$ cat src/rtl/mux_gate_pkg.sv
// Shared types and helpers for the mux-based gate scheduler.
// The optional completion counter is enabled by defining MUX_GATE_SCHED_STATS_EN
// when building the scheduler (see mux_gate_scheduler.sv).
package mux_gate_pkg;

  typedef enum logic [1:0] {
    OP_AND  = 2'd0,
    OP_OR   = 2'd1,
    OP_NAND = 2'd2,
    OP_XOR  = 2'd3
  } gate_op_e;

  typedef enum logic [1:0] {
    IDLE = 2'd0,
    EVAL = 2'd1,
    RESP = 2'd2
  } sched_state_e;

  // Per-bit mux data inputs for a given opcode; returns {i1, i0}.
  // The operand-a bit selects i1 when high, i0 when low.
  function automatic logic [1:0] gate_mux_sel(gate_op_e op, logic b);
    case (op)
      OP_AND:  return {b, 1'b0};
      OP_OR:   return {1'b1, b};
      OP_NAND: return {~b, 1'b1};
      OP_XOR:  return {~b, b};
      default: return 2'b00;
    endcase
  endfunction

endpackage

$ cat src/rtl/mux_gate_unit.sv
// Combinational W-bit logic unit built from per-bit 2:1 muxes (select = a).
module mux_gate_unit
  import mux_gate_pkg::*;
#(
  parameter int W = 8
) (
  input  logic [1:0]   op_i,
  input  logic [W-1:0] a_i,
  input  logic [W-1:0] b_i,
  output logic [W-1:0] y_o
);

  logic [1:0] sel;

  // One mux per bit; the opcode only decides what feeds the two mux legs.
  always_comb begin
    y_o = '0;
    sel = '0;
    for (int k = 0; k < W; k++) begin
      sel    = gate_mux_sel(gate_op_e'(op_i), b_i[k]);
      y_o[k] = a_i[k] ? sel[1] : sel[0];
    end
  end

endmodule

$ cat src/rtl/mux_gate_scheduler.sv
// Round-robin scheduler sharing one mux_gate_unit between NUM_REQ requesters.
// Accept in IDLE, evaluate for one cycle, then hold the tagged result until
// the consumer takes it. Define MUX_GATE_SCHED_STATS_EN to add done_cnt, a
// saturating count of completed response handshakes.
module mux_gate_scheduler
  import mux_gate_pkg::*;
#(
  parameter int NUM_REQ = 4,
  parameter int W       = 8,
  parameter int ID_W    = $clog2(NUM_REQ)
) (
  input  logic                 clk,
  input  logic                 rst_n,
  input  logic [NUM_REQ-1:0]   req_valid,
  output logic [NUM_REQ-1:0]   req_ready,
  input  logic [2*NUM_REQ-1:0] req_op,
  input  logic [W*NUM_REQ-1:0] req_a,
  input  logic [W*NUM_REQ-1:0] req_b,
  output logic                 rsp_valid,
  input  logic                 rsp_ready,
  output logic [W-1:0]         rsp_y,
  output logic [ID_W-1:0]      rsp_id,
  output logic                 busy
`ifdef MUX_GATE_SCHED_STATS_EN
  ,
  output logic [15:0]          done_cnt
`endif
);

  sched_state_e  state_q;
  logic [ID_W-1:0] rr_ptr_q, rr_ptr_d;
  gate_op_e      op_q;
  logic [W-1:0]  a_q, b_q;
  logic [ID_W-1:0] id_q;
  logic          rsp_valid_q;
  logic [W-1:0]  rsp_y_q;
  logic [ID_W-1:0] rsp_id_q;

  logic          gnt_found;
  logic [ID_W-1:0] gnt_idx;
  logic [ID_W-1:0] cand;
  logic [W-1:0]  unit_y;

  // Search upward from rr_ptr with wrap; first valid requester wins.
  // Grants are suppressed while reset is asserted so nothing looks accepted.
  always_comb begin
    gnt_found = 1'b0;
    gnt_idx   = '0;
    cand      = '0;
    for (int i = 0; i < NUM_REQ; i++) begin
      cand = ID_W'((int'(rr_ptr_q) + i) % NUM_REQ);
      if (!gnt_found && req_valid[cand]) begin
        gnt_found = 1'b1;
        gnt_idx   = cand;
      end
    end
    if (!rst_n || state_q != IDLE) gnt_found = 1'b0;
    req_ready = gnt_found ? (NUM_REQ'(1) << gnt_idx) : '0;
    rr_ptr_d  = (gnt_idx == ID_W'(NUM_REQ - 1)) ? '0 : gnt_idx + 1'b1;
  end

  mux_gate_unit #(.W(W)) u_unit (
    .op_i (op_q),
    .a_i  (a_q),
    .b_i  (b_q),
    .y_o  (unit_y)
  );

  // Scheduler FSM: latch on accept, register the unit output, hold until taken.
  always_ff @(posedge clk) begin
    if (!rst_n) begin
      state_q     <= IDLE;
      rr_ptr_q    <= '0;
      op_q        <= OP_AND;
      a_q         <= '0;
      b_q         <= '0;
      id_q        <= '0;
      rsp_valid_q <= 1'b0;
      rsp_y_q     <= '0;
      rsp_id_q    <= '0;
    end else begin
      case (state_q)
        IDLE: begin
          if (gnt_found) begin
            op_q     <= gate_op_e'(req_op[2*gnt_idx +: 2]);
            a_q      <= req_a[W*gnt_idx +: W];
            b_q      <= req_b[W*gnt_idx +: W];
            id_q     <= gnt_idx;
            rr_ptr_q <= rr_ptr_d;
            state_q  <= EVAL;
          end
        end
        EVAL: begin
          rsp_y_q     <= unit_y;
          rsp_id_q    <= id_q;
          rsp_valid_q <= 1'b1;
          state_q     <= RESP;
        end
        RESP: begin
          if (rsp_ready) begin
            rsp_valid_q <= 1'b0;
            state_q     <= IDLE;
          end
        end
        default: state_q <= IDLE;
      endcase
    end
  end

  assign rsp_valid = rsp_valid_q;
  assign rsp_y     = rsp_y_q;
  assign rsp_id    = rsp_id_q;
  assign busy      = (state_q != IDLE);

`ifdef MUX_GATE_SCHED_STATS_EN
  logic [15:0] done_cnt_q;

  // Saturating count of response handshakes.
  always_ff @(posedge clk) begin
    if (!rst_n) begin
      done_cnt_q <= '0;
    end else if (rsp_valid_q && rsp_ready && done_cnt_q != 16'hFFFF) begin
      done_cnt_q <= done_cnt_q + 16'd1;
    end
  end

  assign done_cnt = done_cnt_q;
`endif

endmodule

$ cat config.mk
export PLATFORM = sky130hd
export DESIGN_NAME = mux_gate_scheduler
export DESIGN_NICKNAME = d
export VERILOG_FILES = /design/src/rtl/mux_gate_pkg.sv /design/src/rtl/mux_gate_unit.sv /design/src/rtl/mux_gate_scheduler.sv
export SDC_FILE = /design/constraint.sdc
export NUM_CORES = 1
export LEC_CHECK = 0
export ABC_AREA = 0
export BUFFER_PORTS_ARGS = -buffer_cell sky130_fd_sc_hd__buf_2
export CAP_MARGIN = 40
export CORE_UTILIZATION = 47
export DETAILED_ROUTE_END_ITERATION = 10
export GPL_TIMING_DRIVEN = 0
export HOLD_SLACK_MARGIN = 0.03
export PLACE_DENSITY_LB_ADDON = 0.2
export SYNTH_ARGS = -nofsm -noshare
export SYNTH_HDL_FRONTEND = slang
export SYNTH_SLANG_ARGS = --single-unit
$ cat constraint.sdc
create_clock -name clk -period 2.4 [get_ports clk]
set_clock_uncertainty 0.1 [all_clocks]
set_input_delay 0.36 -clock clk [delete_from_list [all_inputs] [get_ports clk]]
set_output_delay 0.36 -clock clk [all_outputs]
set_load 0.01 [all_outputs]
==> results of run 1 <==
[where the power goes]
group          internal, mW  leakage [nW]  switching, mW
Combinational         0.345         0.913          0.357
Clock                 0.203        0.0412          0.211
Sequential            0.672         0.288         0.0747
[path summary, 6_finish.rpt]
path                   to  depth (start not counted)  slack, ps
max          req_ready[1]                          8         80
min               id_q[1]                          2        270
max reg2reg        a_q[6]                          8        560
min reg2reg      rsp_y[7]                          2        360
[per-layer routing]
metal | part of all wire | track usage
met4 | 0.020 | 0.0703
met3 | 0.064 | 0.0654
met2 | 0.43 | 0.351
met5 | 0 | 0
met1 | 0.49 | 0.286
[registers in the layout, indices dropped and copies added (netlist names)]
| signal | cells |
|---|---|
| a_q | 8 |
| b_q | 8 |
| rsp_y | 8 |
| id_q | 2 |
| op_q | 2 |
| rr_ptr_q | 2 |
| rsp_id | 2 |
| state_q | 2 |
| rsp_valid | 1 |
[layout make-up]
type	instances	area, um^2	area share
Buffer	16	130	0.0468
Clock buffer	6	72.6	0.0261
Clock inverter	2	12.5	0.00450
Inverter	9	33.8	0.0122
Multi-Input combinational cell	163	1260	0.453
Sequential cell	35	704	0.253
Tap cell	52	65.1	0.0234
Timing Repair Buffer	98	500	0.180
[synthesized netlist by cell type]
master    instances
mux2i_1          39
dfxtp_1          35
nand2_1          34
o221ai_2         17
a21oi_1          12
buf_6             9
inv_1             9
o21ai_0           7
o221ai_1          7
and2_1            6
nand3_1           6
nor2_1            6
clkbuf_1          5
a21boi_0          4
nor2b_1           4
nor3b_1           3
a311oi_1          2
buf_2             2
nand2b_1          2
a311oi_2          1
and2_2            1
nand2_2           1
nand2b_2          1
nand3b_1          1
nor2_4            1
nor4_2            1
o211a_1           1
o21a_1            1
o21ai_1           1
o2bb2a_4          1
or2_1             1
or2_2             1
xnor2_1           1
[timing repair]
action,in CTS,in global routing
setup buffers,2,2
pin swaps,1,1
gates resized for setup,0,2
endpoints found under the setup margin,4,4
[cells by family after synthesis]
kind of cell	count (synthesis)
XOR/XNOR	1
flip-flops	35
multiplexers	39
AND/OR/NAND/NOR	69
buffers and inverters	25
AO/OA/AOI/OAI	54
[metrics by stage]
stage | setup WS [ps] | power [mW] | area [um^2] | utilization | hold WS, ps
after floorplan | 503 | 1.24 | 2120 | - | 336
after global placement | 236 | 1.43 | 2660 | 0.611 | 349
after detailed placement | 198 | 1.44 | 2660 | 0.611 | 359
after CTS | 38.7 | 1.87 | 2760 | 0.634 | 274
after global routing | -1.91 | 1.98 | 2780 | 0.638 | 274
final | 80.9 | 1.86 | 2780 | 0.638 | 272
==> metrics.yaml, run 1 <==
status:
  status: "finished clean"
worst_setup_path:
  path_cells: "mux2i_1 > nor2_1 > a311oi_2 > buf_4 > nand2_2 > buf_6 > nor2_1 > buf_2"
  crit_path_start: "rr_ptr_q[1]"
  critPathSlowestCell: "dfxtp_4"
  cpMostUsedCell: "nor2_1"
  crit_arrival_ps: 1860
  worstSetupEndpointType: "output port"
  crit_path_max_fanout: 10
  cp_num_buf_inv: 3
  crit_required_ps: 1940
  critical_path_class: "flip-flop to output port"
  startpoint_type: "flip-flop"
  reg2reg_from: "rr_ptr_q[1]"
  crit_path_max_incr_delay_ps: 370
  critical-path-top-delay-family: "buffers and inverters"
drt:
  drt-total-wl_mm: 5.04
  drc_errors: 0
  dr.pass1.iters: 4
  wire_per_inst_um: 13.2
  via_per_inst: 5.14
  detail-route-antenna-nets: 0
  dr_total_vias: 1959
  drt-initial-drc-count: 145
clock_network:
  clock_sink_count: 35
  cts-hold-fix-buffers: 0
  cts_tree: "built"
  cts_buffers: 5
  clock_latency_ps: 290
  htreeDepth: 2
  cts_max_path_buffers: 2
  clk_pin_slew_ps: 70
  cts_root_buf: "clkbuf_8"
timing:
  min_period_ps: 2320
  post-route-period-util: 0.966
  clock.fmax_mhz: 431
  slew_violations: 0
  hold_viol: 0
  worst_pin_slew_ps: 423
  slew_headroom: 0.718
  fin_setup_tns_ps: 0
  finalSetupViolCount: 0
finish:
  area_delta_synth_final_pct: 30.8
  most-common-layout-cells: "96 x buf_2, 39 x mux2i_1, 34 x nand2_1, 34 x dfxtp_1, 17 x o221ai_2"
  layout_commonest_cell: "buf_2"
  n_antenna_cell: 0
  drive_gt1_frac: 0.432
  fin_nets: 407
  finalNonFillerCells: 381
  fill_cells: 371
synth:
  synth-adder-area-share: 0
  synthMuxAreaShare: 0.184
  synth_compound_area_frac: 0.243
  syn_area_um2: 2120
  synthCells: 223
  synth_area_leaders: "dfxtp_1 33%, mux2i_1 18%, o221ai_2 12%, nand2_1 6.0%, buf_6 4.8%"
  synth_xor_area_frac: 0.00412
  syn_nets: 302
  yosys.area_share.simple: 0.162
  synth.top_cell.area_share: 0.330
  avgSynthCellArea_um2: 9.53
  synth_top_area_cell: "dfxtp_1"
  ys_ff_latch: 35
  yosysWarnings: 0
  synth_top_family_by_area: "compound AO/OA/AOI/OAI gates"
  synth_cell_type_count: 33
  seq_area_frac_synth: 0.330
worst_hold_path:
  min-delay-start: "rst_n"
  hold_path.class: "primary input to flip-flop"
global_routing:
  grt_pass1_wl_mm: 8.36
  antenna_found_initial: 0
  grt_max_degree: 12
  gr-total-overflow: 0
  grt_use_total: 0.220
  grt_pass1_vias: 1849
floorplanning:
  start_util: 0.488
  fp.dieH_um: 69.2
  dieArea_um2: 4790
  rows: 24
  io_pins: 95
  die_w_um: 69.2
  core_area_um2: 4350
place:
  numPortBuffers: 94
  gp_congestion: 0.802
  dpl.hpwl_mm: 3.75
  dp_cells: 369
flow_run:
  cap_violations: 0
pwr:
  leakage_nw: 1.24
  powerDensity_nw_per_um2: 670
  peakVddDrop_uv: 340
Power figures use the tool's default switching activity.
==> inputs of run 2 (changes only) <==
--- a/config.mk
+++ b/config.mk
@@ -10,9 +10,10 @@
 export CAP_MARGIN = 40
 export CORE_UTILIZATION = 47
 export DETAILED_ROUTE_END_ITERATION = 10
-export GPL_TIMING_DRIVEN = 0
 export HOLD_SLACK_MARGIN = 0.03
 export PLACE_DENSITY_LB_ADDON = 0.2
+export REMOVE_ABC_BUFFERS = 1
 export SYNTH_ARGS = -nofsm -noshare
 export SYNTH_HDL_FRONTEND = slang
+export SYNTH_HIERARCHICAL = 1
 export SYNTH_SLANG_ARGS = --single-unit
==> run 2 against run 1 <==
Compared with the run above: non-clock buffer count shrank 8; highest routed layer unchanged; critical path depth fell by 1; die area grew 0.22%; critical path type unchanged; largest cell class unchanged.
==> metrics.yaml, run 2 <==
worst_setup_path:
  reg2reg_slack_ps: 550  # about the same
  crit_path_max_fanout: 11  # +1
  worstSetupEndpointType: "output port"
  crit_arrival_ps: 1890  # +30 ps
  critical_path_class: "flip-flop to output port"
  startpoint_type: "flip-flop"
  crit_required_ps: 1940  # about the same
timing:
  clock.fmax_mhz: 426  # -1.1%
  min_period_ps: 2350  # +26.0 ps
  hold_viol: 0  # unchanged
  worst_pin_slew_ps: 635  # +212 ps
  rsz0062_at_grt: "yes"
  slew_headroom: 0.576  # -0.142
  whs_ps: 276  # +3.86 ps
  setup_ws_ps: 54.9  # -26.0 ps
  slew_violations: 0  # unchanged
  fin_setup_tns_ps: 0  # unchanged
  finalSetupViolCount: 0  # unchanged
  post-route-period-util: 0.977  # +0.0108
floorplanning:
  rows: 24  # unchanged
  die_w_um: 69.3  # +0.11%
  dieArea_um2: 4800  # +0.22%
  fp.dieH_um: 69.3  # +0.11%
  start_util: 0.489  # +0.00115
  io_pins: 95  # unchanged
  core_area_um2: 4350  # unchanged
drt:
  wire_per_inst_um: 13.1  # -1.2%
  dr_total_vias: 2204  # +13%
  drt-total-wl_mm: 5.27  # +4.5%
  drc_errors: 0  # unchanged
  via_per_inst: 5.47  # +6.4%
  dr.pass1.iters: 4  # unchanged
  drt-initial-drc-count: 128  # -12%
  detail-route-antenna-nets: 0  # unchanged
synth:
  synth_top_area_cell: "dfxtp_1"
  seq_area_frac_synth: 0.329  # -0.000775
  synth_edf_count: 0  # unchanged
  syn_area_um2: 2130  # +0.24%
  synth_cell_type_count: 33  # unchanged
  yosysWarnings: 6  # +6
  synth.top_cell.area_share: 0.329  # -0.000775
  async_flop_share: 0  # unchanged
  ys_ff_latch: 35  # unchanged
  avgSynthCellArea_um2: 8.19  # -14%
  yosys-top-cells-count: "45 x nand2_1, 35 x dfxtp_1, 28 x a21boi_0"
  ys.flop_type: "dfxtp_1"
  synth_area_leaders: "dfxtp_1 33%, a21boi_0 9.9%, mux2i_1 8.9%, nand2_1 7.9%, o211ai_1 6.7%"
  yosysMostFrequentCell: "nand2_1"
  synthCells: 260  # +17%
clock_network:
  clock_sink_count: 35  # unchanged
  cts-hold-fix-buffers: 0  # unchanged
  htreeDepth: 2  # unchanged
  cts_max_path_buffers: 2  # unchanged
  cts_tree: "built"
  cts_root_buf: "clkbuf_8"
  clock_latency_ps: 290  # about the same
  cts_buffers: 5  # unchanged
  clk_pin_slew_ps: 70  # about the same
place:
  gp_congestion: 0.775  # -3.3%
  placed_area_um2: 2650  # -0.42%
  dpl.hpwl_mm: 3.95  # +5.3%
  pre_cts_ws_ps: 241  # +43.0 ps
  numPortBuffers: 94  # unchanged
  dp_cells: 395  # +7.0%
finish:
  drive_gt1_frac: 0.333  # -0.0983
  layout_commonest_cell: "buf_2"
  area_delta_synth_final_pct: 29.3
  finalNonFillerCells: 403  # +5.8%
  fin_area_um2: 2750  # -0.95%
  fin_util: 0.632  # -0.00603
  most-common-layout-cells: "94 x buf_2, 45 x nand2_1, 35 x dfxtp_1"
  n_antenna_cell: 0  # unchanged
  fin_nets: 429  # +5.4%
status:
  status: "finished clean"
global_routing:
  grt_pass1_wl_mm: 8.83  # +5.6%
  antenna_found_initial: 0  # unchanged
  grt_max_degree: 38  # +26
  gr-total-overflow: 0  # unchanged
  grt_use_total: 0.227  # +0.00686
  grt_pass1_vias: 1915  # +3.6%
pwr:
  leakage_nw: 1.27  # +2.5%
  powerDensity_nw_per_um2: 737  # +10%
  peakVddDrop_uv: 370  # +8.9%
  total_power_mw: 2.03  # +9.0%
flow_run:
  cap_violations: 0  # unchanged
worst_hold_path:
  hold_path.class: "primary input to flip-flop"
-- run 2: changes by cell type after synthesis, moves of 9 or more --
| cell | previous run | this run |
|---|---|---|
| a21oi_1 | 12 | 0 |
| a21boi_0 | 4 | 28 |
| o211ai_1 | 0 | 19 |
| and3_1 | 0 | 18 |
| o221ai_2 | 17 | 0 |
| mux2i_1 | 39 | 19 |
| clkbuf_1 | 5 | 14 |
| nand2_1 | 34 | 45 |
-- run 2: repair_timing --
action	4_1_cts	5_1_grt
endpoints found under the setup margin	0	1
setup buffers	0	0
hold endpoints to repair	0	0
gates resized for setup	0	1
-- run 2: worst paths after layout --
check | cells after the start | endpoint | startpoint
max | 7 | req_ready[1] | rr_ptr_q[0]
min | 3 | b_q[2] | req_b[2]
max reg2reg | 6 | b_q[5] | rr_ptr_q[1]
min reg2reg | 1 | id_q[0] | id_q[0]
-- run 2: power breakdown --
part	leakage, nW	total (mW)	internal [mW]	switching [mW]
Combinational	0.934	0.724	0.358	0.366
Sequential	0.288	0.842	0.703	0.139
Clock	0.0515	0.463	0.262	0.201
-- run 2: cells by family (layout without fill, tap and decap cells) --
kind of cell | count (synthesis) | count (layout) | share of synthesized area
compound gates | 90 | 90 | 0.309
simple gates | 88 | 88 | 0.206
flops | 35 | 35 | 0.329
buf+inv | 28 | 119 | 0.0664
mux | 19 | 19 | 0.0893
-- run 2: worst max-delay path: stages (launching register included) --
cell	delay, ps
dfxtp_1	380
inv_1	70
a22o_1	260
a2111oi_4	400
buf_4	230
nand2_1	80
inv_1	50
buf_2	120
-- run 2: routing by layer --
metal | vias up | routed length [um] | track usage
met5 | - | 0 | 0
met4 | 0 | 90 | 0.0726
met3 | 9 | 240 | 0.0509
met2 | 63 | 2610 | 0.403
met1 | 1005 | 2330 | 0.270
li1 | 1127 | - | -
-- run 2: layout make-up --
class                      instances  area [um^2]
tap                               52         65.1
inverter                           5         18.8
timing repair buffer             106          564
multi-input combinational        197         1300
clock buffer                       8          100
fill                             402         1600
sequential                        35          701
